--- config.mk ---
export PLATFORM = sky130hd
export DESIGN_NAME = seg_scan_decoder_flat
export DESIGN_NICKNAME = d
export VERILOG_FILES = /design/src/rtl/seg_scan_decoder_if.sv /design/src/rtl/seg_scan_decoder.sv /design/src/flat_wrapper.sv
export SDC_FILE = /design/constraint.sdc
export NUM_CORES = 1
export LEC_CHECK = 0
export BUFFER_PORTS_ARGS = -buffer_cell sky130_fd_sc_hd__buf_2
export CORE_MARGIN = 1.5
export CORE_UTILIZATION = 52
export DETAILED_ROUTE_END_ITERATION = 12
export GPL_TIMING_DRIVEN = 0
export HOLD_SLACK_MARGIN = 0.1
export PLACE_DENSITY = 0.78
export SYNTH_ARGS = -nofsm -noshare
export SYNTH_HDL_FRONTEND = slang
export SYNTH_SLANG_ARGS = --single-unit
export TNS_END_PERCENT = 100
--- constraint.sdc ---
create_clock -name clk -period 2.93 [get_ports clk]
set_clock_uncertainty 0.05 [all_clocks]
set_input_delay 0.1465 -clock clk [delete_from_list [all_inputs] [get_ports clk]]
set_output_delay 0.1465 -clock clk [all_outputs]
set_load 0.02 [all_outputs]
--- src/rtl/seg_scan_decoder_if.sv ---
// Bus between a seven-segment display scanner and the decoder that reads it back:
// the raw segment/anode pins plus the decoded per-digit view.
interface seg_scan_decoder_if #(
  parameter int NUM_DIGITS = 4
);
  logic [6:0]              seg_in;
  logic [NUM_DIGITS-1:0]   an_in;
  logic [4*NUM_DIGITS-1:0] digit_val;
  logic [NUM_DIGITS-1:0]   digit_ok;
  logic                    upd;
  logic                    err;

  modport master (
    output seg_in, an_in,
    input  digit_val, digit_ok, upd, err
  );

  modport slave (
    input  seg_in, an_in,
    output digit_val, digit_ok, upd, err
  );
endinterface

--- src/rtl/seg_scan_decoder.sv ---
// Reads back a multiplexed seven-segment display: synchronizes the pins, waits for a
// stable window, then decodes the pattern into a per-digit register file.
module seg_scan_decoder #(
  parameter int NUM_DIGITS    = 4,
  parameter int STABLE_CYCLES = 4
) (
  input  logic               clk,
  input  logic               rst_n,
  seg_scan_decoder_if.slave  bus
);
  localparam int SW = NUM_DIGITS + 7;
  localparam int CW = $clog2(STABLE_CYCLES + 1);
  localparam int IW = (NUM_DIGITS > 1) ? $clog2(NUM_DIGITS) : 1;
  localparam logic [CW-1:0] CNT_SAT  = CW'(STABLE_CYCLES);
  localparam logic [CW-1:0] CNT_LAST = CW'(STABLE_CYCLES - 1);

  // {valid, nibble}; exact match on active-low a..g only
  function automatic logic [4:0] seg_decode(input logic [6:0] seg);
    case (seg)
      7'b0000001: seg_decode = {1'b1, 4'h0};
      7'b1001111: seg_decode = {1'b1, 4'h1};
      7'b0010010: seg_decode = {1'b1, 4'h2};
      7'b0000110: seg_decode = {1'b1, 4'h3};
      7'b1001100: seg_decode = {1'b1, 4'h4};
      7'b0100100: seg_decode = {1'b1, 4'h5};
      7'b0100000: seg_decode = {1'b1, 4'h6};
      7'b0001111: seg_decode = {1'b1, 4'h7};
      7'b0000000: seg_decode = {1'b1, 4'h8};
      7'b0000100: seg_decode = {1'b1, 4'h9};
      7'b0000010: seg_decode = {1'b1, 4'hA};
      7'b1100000: seg_decode = {1'b1, 4'hB};
      7'b0110001: seg_decode = {1'b1, 4'hC};
      7'b1000010: seg_decode = {1'b1, 4'hD};
      7'b0010000: seg_decode = {1'b1, 4'hE};
      7'b0111000: seg_decode = {1'b1, 4'hF};
      default:    seg_decode = {1'b0, 4'h0};
    endcase
  endfunction

  function automatic logic [IW-1:0] low_index(input logic [NUM_DIGITS-1:0] an);
    low_index = '0;
    for (int i = 0; i < NUM_DIGITS; i++) begin
      if (!an[i]) low_index = IW'(i);
    end
  endfunction

  logic [SW-1:0]           r_sync1, r_sync2, r_last;
  logic [CW-1:0]           r_cnt;
  logic                    r_committed;
  logic [4*NUM_DIGITS-1:0] r_digit_val;
  logic [NUM_DIGITS-1:0]   r_digit_ok;
  logic                    r_upd, r_err;

  logic [NUM_DIGITS-1:0]   w_an;
  logic [6:0]              w_seg;
  logic [4:0]              w_dec;
  logic [IW-1:0]           w_idx;
  logic                    w_same, w_commit;
  logic [4*NUM_DIGITS-1:0] w_val_next;
  logic [NUM_DIGITS-1:0]   w_ok_next;
  logic                    w_upd_next, w_err_next;

  assign w_an     = r_sync2[SW-1:7];
  assign w_seg    = r_sync2[6:0];
  assign w_dec    = seg_decode(w_seg);
  assign w_idx    = low_index(w_an);
  assign w_same   = (r_sync2 == r_last);
  // The edge that first sees a new sample counts as 1, so the last edge of the window sees STABLE_CYCLES-1
  assign w_commit = w_same && !r_committed && (r_cnt == CNT_LAST);

  // Commit decision: what the register file and pulses become on this edge
  always_comb begin
    w_val_next = r_digit_val;
    w_ok_next  = r_digit_ok;
    w_upd_next = 1'b0;
    w_err_next = 1'b0;
    if (!w_commit || (&w_an)) begin
      w_upd_next = 1'b0;
    end else if (!$onehot(~w_an)) begin
      w_err_next = 1'b1;
    end else if (w_dec[4]) begin
      w_upd_next = !r_digit_ok[w_idx] || (r_digit_val[{w_idx, 2'b00} +: 4] != w_dec[3:0]);
      w_val_next[{w_idx, 2'b00} +: 4] = w_dec[3:0];
      w_ok_next[w_idx] = 1'b1;
    end else if (w_seg == 7'b1111111) begin
      w_upd_next = r_digit_ok[w_idx];
      w_ok_next[w_idx] = 1'b0;
    end else begin
      w_ok_next[w_idx] = 1'b0;
      w_err_next = 1'b1;
    end
  end

  // Synchronizer, stability window and registered outputs
  always_ff @(posedge clk) begin
    if (!rst_n) begin
      r_sync1     <= '1;
      r_sync2     <= '1;
      r_last      <= '1;
      r_cnt       <= '0;
      r_committed <= 1'b0;
      r_digit_val <= '0;
      r_digit_ok  <= '0;
      r_upd       <= 1'b0;
      r_err       <= 1'b0;
    end else begin
      r_sync1 <= {bus.an_in, bus.seg_in};
      r_sync2 <= r_sync1;
      r_last  <= r_sync2;
      if (!w_same) begin
        r_cnt       <= CW'(1);
        r_committed <= 1'b0;
      end else begin
        if (r_cnt != CNT_SAT) r_cnt <= r_cnt + CW'(1);
        if (w_commit) r_committed <= 1'b1;
      end
      r_digit_val <= w_val_next;
      r_digit_ok  <= w_ok_next;
      r_upd       <= w_upd_next;
      r_err       <= w_err_next;
    end
  end

  assign bus.digit_val = r_digit_val;
  assign bus.digit_ok  = r_digit_ok;
  assign bus.upd       = r_upd;
  assign bus.err       = r_err;
endmodule

--- src/flat_wrapper.sv ---
// flat-port wrapper written by rule: the top's interface ports become plain ports
module seg_scan_decoder_flat 
#(
  parameter int NUM_DIGITS    = 4,
  parameter int STABLE_CYCLES = 4
)
  (clk, rst_n, bus_seg_in, bus_an_in, bus_digit_val, bus_digit_ok, bus_upd, bus_err);
  seg_scan_decoder_if #(.NUM_DIGITS(NUM_DIGITS)) bus_i ();
  input  logic clk;
  input  logic rst_n;
  input wire logic [$bits(bus_i.seg_in)-1:0] bus_seg_in;
  input wire logic [$bits(bus_i.an_in)-1:0] bus_an_in;
  output wire logic [$bits(bus_i.digit_val)-1:0] bus_digit_val;
  output wire logic [$bits(bus_i.digit_ok)-1:0] bus_digit_ok;
  output wire logic [$bits(bus_i.upd)-1:0] bus_upd;
  output wire logic [$bits(bus_i.err)-1:0] bus_err;
  assign bus_i.seg_in = bus_seg_in;
  assign bus_i.an_in = bus_an_in;
  assign bus_digit_val = bus_i.digit_val;
  assign bus_digit_ok = bus_i.digit_ok;
  assign bus_upd = bus_i.upd;
  assign bus_err = bus_i.err;
  seg_scan_decoder #(.NUM_DIGITS(NUM_DIGITS), .STABLE_CYCLES(STABLE_CYCLES)) u_core (.clk(clk), .rst_n(rst_n), .bus(bus_i));
endmodule
* After elaboration in Yosys (flattened, before gate mapping) *
Index checks and enable logic that the tools add are counted.
Widths: inputs -> output; s select.

storage, ports and cells
  bits of input ports = 13
  output and inout port bits = 22
  flip-flop bits (word level) = 59

operators by class
  shift-type cells = 3
  $add $sub $neg = 5
  magnitude comparators = 2
  equality and inequality tests = 22
  reductions and logical operators = 15
  bitwise logic cells = 7
  muxes and demuxes = 17

operators by type and width
  kind                    number
  $pmux 5 s16             1
  $eq 7x7->1 const B      5
  $eq 7x6->1 const B      4
  $bwmux 16               1
  $shift 4x6->16 const A  1
  $shiftx 16x5->4         1
  $shiftx 4x6->16         1
  $eq 7x3->1 const B      2
  $eq 7x5->1 const B      2
  $eq 11x11->1            1
  $mux 1                  10
  $not 4->4               2
  $eq 7x1->1 const B      1
  $eq 7x2->1 const B      1
  $eq 7x4->1 const B      1
  $logic_not 7->1         1
  $neg 4->6               1
  $add 1x1->2             2
  $and 4x4->4             1
  $mux 2                  2
  $mux 4                  1
  $ne 4x4->1              1
  $or 4x4->4              1
  $reduce_and 2->1        2
  other kinds (18)        25

* Logic depth before layout (Yosys ltp) *
Gate-level depths: netlist of the first run.

  word-level depth = 10
  mapped depth = 11

* Worst setup path after synthesis of the first run *
OpenSTA, ideal clock, no wires.

  path kind = reg-to-reg
  from = reg u_core.r_sync2[9]
  to = reg u_core.r_digit_val[10] (netlist: u_core.bus.digit_val[10])
  clock period less this slack = 2.900 ns
  path buffers = 0
  stages on the path, launching flop included = 11
  library setup time = 0.070 ns
  path slack = 0.030 ns
  arrival time = 2.780 ns
  cell sequence = dfxtp_1 -> inv_1 -> ha_1 -> ha_1 -> fa_1 -> nor3b_1 -> nand4b_1 -> nor4_4 -> o311ai_2 -> or3b_1 -> a21boi_1

on the way
  word-level cells in the longest chain between the ends = 7

RTL lines
  element                                            line                     source
  from (decl)                                        seg_scan_decoder.sv:47   logic [SW-1:0] r_sync1, r_sync2, r_last;
  from (signal assigned)                             seg_scan_decoder.sv:108  r_sync2 <= r_sync1;
  branches (longest 7 deep; another with $neg 4->6)  --
  to (signal assigned)                               seg_scan_decoder.sv:117  r_digit_val <= w_val_next;
  to (decl)                                          seg_scan_decoder.sv:50   logic [4*NUM_DIGITS-1:0] r_digit_val;

Several ways; the timed one is not identified.
A chain may end at the register's enable or synchronous reset.

* Worst setup path in the final report of the first run *
  from = reg u_core.r_sync2[10]
  to = reg u_core.r_digit_val[3] (netlist: u_core.bus.digit_val[3])

on the way
  word-level cells in the longest chain between the ends = 7

RTL lines
  element
  branches (longest 7 deep; another with $neg 4->6)

Several ways; the timed one is not identified.

==> results of run 1 <==
-- stage by stage --
stage / util, % / setup WS [ns] / cells
detailed placement: 58.21 / -0.4427 / 402
global route: 70.71 / -0.06378 / 452
CTS: 70.23 / -0.06844 / 449
global placement: 58.21 / -0.3466 / 402
floorplan: - / 0.03039 / 297
finish: 70.71 / 0.06397 / 452
-- sequential cells by signal, summed over array words and instances, names as in the netlist, named ones only --
register and count:
u_core.r_cnt 3, u_core.r_sync1 11, u_core.bus.upd 1, u_core.r_committed 1
u_core.r_last 11, u_core.r_sync2 11, u_core.bus.err 1, u_core.bus.digit_val 16
-- per-layer routing --
layer	wire length, um	track usage (%)	vias up
met2	3825	44.61	89
met4	185	12.86	0
met1	3172	32.87	1204
met3	412	5.349	19
li1	-	-	1194
met5	0	0	-
-- what timing repair did --
item | in CTS | in global routing
hold buffers | 17 | 0
endpoints found under the setup margin | 21 | 21
buffers inserted | 14 | 3
hold endpoints to repair | 12 | 0
pin swaps | 19 | 5
resized for setup | 29 | 2
-- area by class of cell --
cell class	instances	share of cell area [%]
clock buffer	9	3.201
timing repair buffer	67	12.06
tap	72	2.328
clock inverter	7	3.201
sequential	59	30.84
multi-input combinational	215	45.17
buffer	14	2.263
inverter	9	0.9376
-- worst max-delay path, cell delays in order (launching register included) --
cell	delay [ns]
dfxtp_4	0.37
inv_4	0.04
ha_4	0.24
ha_4	0.15
fa_1	0.47
nor3b_2	0.22
nand4b_1	0.20
nor4_4	0.16
buf_4	0.18
buf_6	0.14
buf_6	0.13
and3_4	0.22
a22oi_2	0.06
nor2b_1	0.16
-- Yosys cell counts (all sizes together), types with 9 or more instances --
master	number	area share, %
xnor2	14	4.7
dfxtp	59	40
buf	9	2.1
nor2b	9	1.9
nand2	29	3.7
inv	9	1.2
ha	14	6.0
nand2b	29	6.2
a21boi	13	3.3
nor2	9	1.2
-- worst paths after layout --
path | from | end | slack, ns | cells past startpoint
setup / recovery | u_core.r_sync2[10] | u_core.bus.digit_val[3] | 0.06 | 13
hold / removal | rst_n | u_core.r_sync1[4] | 0.18 | 2
setup reg to reg | u_core.r_sync2[10] | u_core.bus.digit_val[3] | 0.06 | 13
hold reg to reg | u_core.r_sync1[2] | u_core.r_sync2[2] | 0.36 | 1
-- power breakdown --
part           leakage, uW  internal, uW  switching (uW)
Sequential        0.000482           820            12.5
Combinational     0.000943          84.5            91.4
Clock             0.000120           572             357
-- logic make-up after synthesis --
group / Yosys count / share of synthesized area, %
flip-flops: 59 / 40.31
XOR/XNOR: 18 / 5.892
AO/OA/AOI/OAI: 40 / 11.27
AND/OR/NAND/NOR: 134 / 27.07
buffers and inverters: 23 / 3.928
multiplexers: 8 / 4.868
adder cells (fa/ha/maj): 15 / 6.661
==> impl_results.md, run 1 <==
- Synth unique cells: 49
- Global-route usage over all layers: 26.68%
- Remaining Overflow, GRT: 0
- Pwr dens: 500.5 mW/mm^2
- Post-DP Area: ~0.0032 mm^2
- Fin area: between 0.003 and 0.004 mm^2
- Commonest non-fill, non-tap cells in the layout: dfxtp_1, buf_2, nand2b_1, nand2_1, dlygate4sd3_1
- Arrival @ worst endpoint: 3.08 ns
- Final Hold Viols: 0
- Number of CTS-inserted buffers: 9
- Vias after detailed routing: 2,506
- Final setup fails: 0
- CTS tree: done
- Worst Hold Class: input port to flop
- Post-Syn Area: 0.002930 mm^2
- RSZ-0062 raised after global routing: yes
- DP HPWL: about 4400 um
- Starting DRT DRC Count: between 150 and 200
- Tmin final: 2.866 ns
- Skew-Pair Late Insertion Delay: 0.35 ns
- Post-synth EDFFs: 0
- Initial antenna violation count: 0
- Outcome: finished, final reports clean
- Mean Syn Cell Area: 9.866 um^2
- Area Growth Syn to Fin: 32.07%
- Antenna-violating nets left: 0
- Design Power: 1937 uW
- Total Wirelength: 7596 um
- Req. time, crit path: 3.15 ns
- First-pass GRT wire length: approximately 12,000 um
- Initial Util: a little over half
- Die H: 78.07 um
- Commonest non-fill, non-tap cell in the layout: dfxtp_1
- Worst-Margin Slew: 0.5830 ns
- FF/Latch Area: 0.001194 mm^2
- Top-Level Pins: 35
- Rows: 27
- Synth warn: 0
- TNS Setup: 0 ns
- Worst-case clock buffer depth: 2
- Nets: 403
- Port-buffer cells: 33
- #FFs+latches synth: 59
- H-tree depth: 3
- Die width: 78.07 um
- MaxCap Viol Count: 0
- Post-route clock period utilization: a little over nine tenths
- WS Path Type: flop to flop
- Fraction of layout cells with a size suffix above 1: 27.89%
- Worst Path Max Fanout: 7
- Pre-Repair DR Iteration Count: 4
- Drt wl/cell: 16.81 um
- Clk slew on worst S/H paths: 0.07 ns
- Max Slew Vio Count: 0
- Max Clock Freq: 0.3489 GHz
- DRC: 0
- # diodes: 0
- Pin count of the biggest net entering global routing: 13
- Sequential area share after synthesis: approximately two fifths
- Clk root buf: clkbuf_8
- Hold Slack: 0.1780 ns
- CTS Sinks: 59
- Syn_nets: between 300 and 400
- Vias in the first global route: 2,535
- DR vias/cell: 5.544
- Filler cells: 391
- Static leakage: about 0.0015 uW
- Max VDD drop: 0.4129 mV
- Dominant synthesized flop cell: dfxtp_1
- Post-Syn Instances: 297
- Worst setup SP type: flop
- Async set-reset flop share out of synthesis: 0%
- Placer Congestion: 0.9597
- Max-slew headroom: 61.05%
- Die area: 0.006095 mm^2
- Core box area: 0.005473 mm^2
- Multi-input combinational cell area: 0.001748 mm^2
- Worst Setup End Kind: flop
No activity file was read; power rests on OpenSTA's default activity.
==> inputs of run 2 (changes only) <==
- BUFFER_PORTS_ARGS: -buffer_cell sky130_fd_sc_hd__buf_2 -> default
- CORE_UTILIZATION: 52 -> 55
- DONT_BUFFER_PORTS: default -> 1
- GPL_TIMING_DRIVEN: 0 -> default
- PLACE_DENSITY: 0.78 -> 0.76
==> impl_results.md, run 2 (synthesized netlist as in run 1, its figures left out) <==
- Skew-Pair Late Insertion Delay: 0.33 ns (-0.02 ns)
- Die H: 75.99 um (-2.7%)
- Antenna-violating nets left: 0 (unchanged)
- Area Growth Syn to Fin: 19.30%
- Worst setup SP type: flop
- Worst-Margin Slew: 0.5889 ns (+0.005931 ns)
- Hold path depth: 1 (-1)
- Max Slew Vio Count: 0 (unchanged)
- Fraction of layout cells with a size suffix above 1: 18.48% (-9.4 points)
- DRC: 0 (unchanged)
- Rows: 26 (-3.7%)
- # placed instances: 363 (-9.7%)
- WS Path Type: flop to flop
- Drt wl/cell: 15.96 um (-5.0%)
- Design Power: 1682 uW (-13%)
- Worst Hold Class: flop to flop
- CP max stage cell: fa_1
- Slowest stage delay, CP: 0.46 ns (about the same)
- Worst-case clock buffer depth: 2 (unchanged)
- Worst Setup End Kind: flop
- Pre-Repair DR Iteration Count: 4 (unchanged)
- Initial antenna violation count: 0 (unchanged)
- Pwr dens: 481.0 mW/mm^2 (-3.9%)
- Req. time, crit path: 3.14 ns (about the same)
- DR vias/cell: 5.648 (+1.9%)
- Commonest non-fill, non-tap cells in the layout: dfxtp_1, nand2b_1, nand2_1
- Max Clock Freq: 0.3611 GHz (+3.5%)
- Die width: 75.99 um (-2.7%)
- Vias in the first global route: 2,199 (-13%)
- CTS tree: done
- Global-route usage over all layers: 23.93% (-2.7 points)
- Outcome: finished, final reports clean
- Total Wirelength: 6385 um (-16%)
- First-pass GRT wire length: 10,810 um (-13%)
- Post-route clock period utilization: 94.51% (-3.3 points)
- Pin count of the biggest net entering global routing: 57 (+44)
- Vias after detailed routing: 2,259 (-9.9%)
- MaxCap Viol Count: 0 (unchanged)
- Placer Congestion: 0.8743 (-8.9%)
- DP HPWL: 4116 um (-6.7%)
- Static leakage: 0.001306 uW (-16%)
- H-tree depth: 3 (unchanged)
- Initial Util: 57.37% (+3.8 points)
- Arrival @ worst endpoint: 2.98 ns (-0.10 ns)
- Filler cells: 392 (+0.26%)
- Starting DRT DRC Count: 131 (-31%)
- RSZ-0062 raised after global routing: no
- Top-Level Pins: 35 (unchanged)
- # diodes: 0 (unchanged)
- Fin area: 0.003496 mm^2 (-9.7%)
- Tmin final: 2.769 ns (-0.09685 ns)
- Commonest non-fill, non-tap cell in the layout: dfxtp_1
- Die area: 0.005774 mm^2 (-5.3%)
- Critical path cell sequence: inv_1, ha_4, ha_2, fa_1, nor3b_2, nand4b_1, nor4_4, o311ai_4, or3b_1, a21boi_1
- Post-DP Area: 0.003012 mm^2 (-5.5%)
- Max VDD drop: 0.4587 mV (+11%)
- FF-to-FF path depth: 10 (-3)
- Max FFs per register: 16 (unchanged)
- TNS Setup: 0 ns (unchanged)
- Final setup fails: 0 (unchanged)
- CTS Sinks: 59 (unchanged)
- Worst Path Max Fanout: 8 (+1)
- Remaining Overflow, GRT: 0 (unchanged)
- Max-slew headroom: 60.69% (-0.37 points)
- Non-Filler Instances: 400 (-12%)
- Port-buffer cells: 0 (-100%)
- Final Hold Viols: 0 (unchanged)
- Clk root buf: clkbuf_8
- Core box area: 0.005107 mm^2 (-6.7%)
- Clk slew on worst S/H paths: 0.06 ns (about the same)
- Nets: 354 (-12%)
- Number of CTS-inserted buffers: 9 (unchanged)
==> run 2: final timing paths <==
path                     start                       end  slack [ns]
max          u_core.r_sync2[9]  u_core.bus.digit_val[10]        0.16
min          u_core.r_sync1[2]         u_core.r_sync2[2]        0.36
max reg2reg  u_core.r_sync2[9]  u_core.bus.digit_val[10]        0.16
min reg2reg  u_core.r_sync1[2]         u_core.r_sync2[2]        0.36
==> run 2: routing by layer <==
metal  wire [um]  part of all wire [%]  track usage, %  vias to the layer above
met5           0                     0               0                        -
met4          55                  0.86           8.704                        0
met3         349                   5.5           5.629                        5
met2        3306                    52           41.17                       71
met1        2674                    42           29.28                     1081
li1            -                     -               -                     1102
==> run 2: timing repair <==
action                                  in CTS  in global routing
endpoints found under the hold margin       59                  0
gates cloned                                 0                  0
gates resized for setup                     18                  1
hold buffers                                14                  0
pin swaps                                   16                  1
buffers inserted                             8                  0
endpoints found under the setup margin       7                 14
==> run 2: area by class of cell <==
cell class                      instances  area, um^2  share of cell area [%]
Tap cell                               70       87.58                   2.505
Clock inverter                          5       55.05                   1.575
Clock buffer                           10       127.6                   3.651
Sequential cell                        59        1186                   33.93
Inverter                                9       33.78                  0.9664
Multi-Input combinational cell        215        1713                   49.00
Timing Repair Buffer                   32       292.8                   8.375
==> run 2: power by group <==
group          internal, uW  switching, uW  total, uW
combinational          75.0           74.5        150
sequential              822           20.1        842
clock                   385            305        690
==> run 2: worst max-delay path: cells and delay by family, from the launching register on <==
kind,cells,cell delay (ns)
simple gates,4,1.05
flops,1,0.31
buf+inv,1,0.10
fa+ha+maj,3,0.85
compound gates,2,0.34
==> run 2: per-stage QoR <==
step	setup WS, ns	hold WS [ns]	utilization, %
after CTS	0.03532	0.3596	68.37
after global placement	0.06666	0.1727	58.97
after detailed placement	-0.03280	0.1772	58.97
final	0.1608	0.3592	68.45
after global routing	0.01491	0.3825	68.45
after floorplan	0.03039	0.1980	-
==> inputs of run 3 (changes only) <==
- SETUP_SLACK_MARGIN: default -> 0.3
==> impl_results.md, run 3 (synthesized netlist as in run 1, its figures left out) <==
- Outcome: finished, final reports clean
- Max Slew Vio Count: 0 (unchanged)
- Sequential Power Share: 44.2% (-5.9 points)
- Starting DRT DRC Count: 135 (+3.1%)
- H-tree depth: 3 (unchanged)
- Worst-Margin Slew: 0.5771 ns (-0.01177 ns)
- MaxCap Viol Count: 0 (unchanged)
- Cell-internal power: 1481 uW (+16%)
- # placed instances: 357 (-1.7%)
- Worst-case clock buffer depth: 2 (unchanged)
- CTS tree: done
- Final Hold Viols: 0 (unchanged)
- Final core occ: 73.76% (+5.3 points)
- Post-DP Area: 0.003037 mm^2 (+0.83%)
- Max Clock Freq: 0.3553 GHz (-1.6%)
- Pwr dens: 506.1 mW/mm^2 (+5.2%)
- Req. time, crit path: 3.16 ns (+0.02 ns)
- Area Growth Syn to Fin: 28.57%
- Antenna-violating nets left: 0 (unchanged)
- Switching fraction of total power: 22.32% (-1.4 points)
- Number of CTS-inserted buffers: 9 (unchanged)
- Post-route clock period utilization: 96.05% (+1.5 points)
- Fin area: 0.003767 mm^2 (+7.8%)
- Initial antenna violation count: 0 (unchanged)
- Drt wl/cell: 17.12 um (+7.2%)
- CTS Sinks: 59 (unchanged)
- Max-slew headroom: 61.41% (+0.72 points)
- Top-Level Pins: 35 (unchanged)
- Tmin final: 2.814 ns (+0.04500 ns)
- Worst setup SP type: flop
- Commonest non-fill, non-tap cells in the layout: dfxtp_1, nand2b_1, nand2_1
- Die H: 75.99 um (unchanged)
- Rows: 26 (unchanged)
- Remaining Overflow, GRT: 0 (unchanged)
- Nets: 363 (+2.5%)
- Global-route usage over all layers: 25.97% (+2.0 points)
- Pre-Repair DR Iteration Count: 4 (unchanged)
- Comb power frac: 8.8% (about the same)
- Vias after detailed routing: 2,341 (+3.6%)
- DRC: 0 (unchanged)
- Static leakage: 0.001386 uW (+6.1%)
- Commonest non-fill, non-tap cell in the layout: dfxtp_1
- First-pass GRT wire length: 11,650 um (+7.8%)
- Placer Congestion: 0.8657 (-0.98%)
- Filler cells: 354 (-9.7%)
- WS Path Type: flop to flop
- Core box area: 0.005107 mm^2 (unchanged)
- Max VDD drop: 0.3582 mV (-22%)
- Pin count of the biggest net entering global routing: 38 (-33%)
- Vias in the first global route: 2,402 (+9.2%)
- Clk slew on worst S/H paths: 0.07 ns (about the same)
- Total Wirelength: 7018 um (+9.9%)
- Fraction of layout cells with a size suffix above 1: 22.94% (+4.5 points)
- Max FFs per register: 16 (unchanged)
- Worst Hold Class: input port to flop
- P_sw: 425.6 uW (+6.5%)
- Skew-Pair Late Insertion Delay: 0.35 ns (+0.02 ns)
- Die area: 0.005774 mm^2 (unchanged)
- Non-Filler Instances: 410 (+2.5%)
- Arrival @ worst endpoint: 3.05 ns (+0.07 ns)
- Initial Util: 57.37% (unchanged)
- Clk pwr share: 47.0% (+6.0 points)
- RSZ-0062 raised after global routing: yes
- # diodes: 0 (unchanged)
- Worst Setup End Kind: flop
- Die width: 75.99 um (unchanged)
- Clk root buf: clkbuf_8
- DP HPWL: 4159 um (+1.0%)
- Worst Path Max Fanout: 5 (-3)
- DR vias/cell: 5.710 (+1.1%)
- Final setup fails: 0 (unchanged)
- Port-buffer cells: 0 (unchanged)
==> run 3: what timing repair did <==
item | CTS | global route
setup endpoints to repair | 19 | 22
hold buffers | 23 | 0
gates cloned | 2 | 0
pin swaps | 18 | 4
resized for setup | 13 | 17
setup buffers | 9 | 3
endpoints found under the hold margin | 59 | 0
==> run 3: layout make-up <==
cell class | instances | area (um^2) | share of cell area, %
Clock inverter | 3 | 67.56 | 1.793
Clock buffer | 13 | 178.9 | 4.749
Inverter | 9 | 36.28 | 0.9631
Timing Repair Buffer | 40 | 419.2 | 11.13
Sequential cell | 59 | 1196 | 31.75
Tap cell | 70 | 87.58 | 2.325
Multi-Input combinational cell | 216 | 1782 | 47.29
==> run 3: final timing paths <==
check,start,to,slack [ns],depth (start not counted)
setup reg to reg,u_core.r_sync2[9],u_core.bus.digit_val[10],0.12,11
hold / removal,rst_n,u_core.r_sync2[1],0.35,2
setup / recovery,u_core.r_sync2[9],u_core.bus.digit_val[10],0.12,11
hold reg to reg,u_core.r_sync1[0],u_core.r_sync2[0],0.36,1
==> run 3: metal layers <==
metal	wire length [um]	GRT usage [%]	up-vias
met1	3012	31.53	1125
met4	226	15.56	0
li1	-	-	1119
met2	3368	41.17	75
met3	410	7.186	22
met5	0	0	-
==> run 3: power by group through the flow <==
stage | Combinational, uW | Clock, uW | Sequential (uW)
floorplan | 110 | 0 | 850
global placement | 112 | 0 | 861
detailed placement | 114 | 0 | 862
CTS | 158 | 895 | 842
global route | 181 | 936 | 845
finish | 168 | 896 | 843
==> run 3: worst max-delay path: stages (launching register included) <==
cell	delay (ns)
dfxtp_4	0.36
inv_4	0.04
ha_4	0.23
ha_4	0.15
fa_1	0.46
nor3b_2	0.24
nand4b_1	0.17
nor4_4	0.26
buf_12	0.16
o311ai_4	0.10
or3b_1	0.40
a21boi_1	0.12
==> run 3: stage by stage <==
stage                     setup TNS (ns)  worst slack [ns]  hold WS [ns]  total power (uW)
after floorplan                        0            0.1667        0.1980             960.0
after global placement                 0            0.1323        0.1731             972.7
after detailed placement               0           0.04515        0.1774             976.3
after CTS                              0            0.1591        0.3391              1895
after global routing            -0.09206          -0.03532        0.3538              1962
final                                  0            0.1158        0.3489              1907
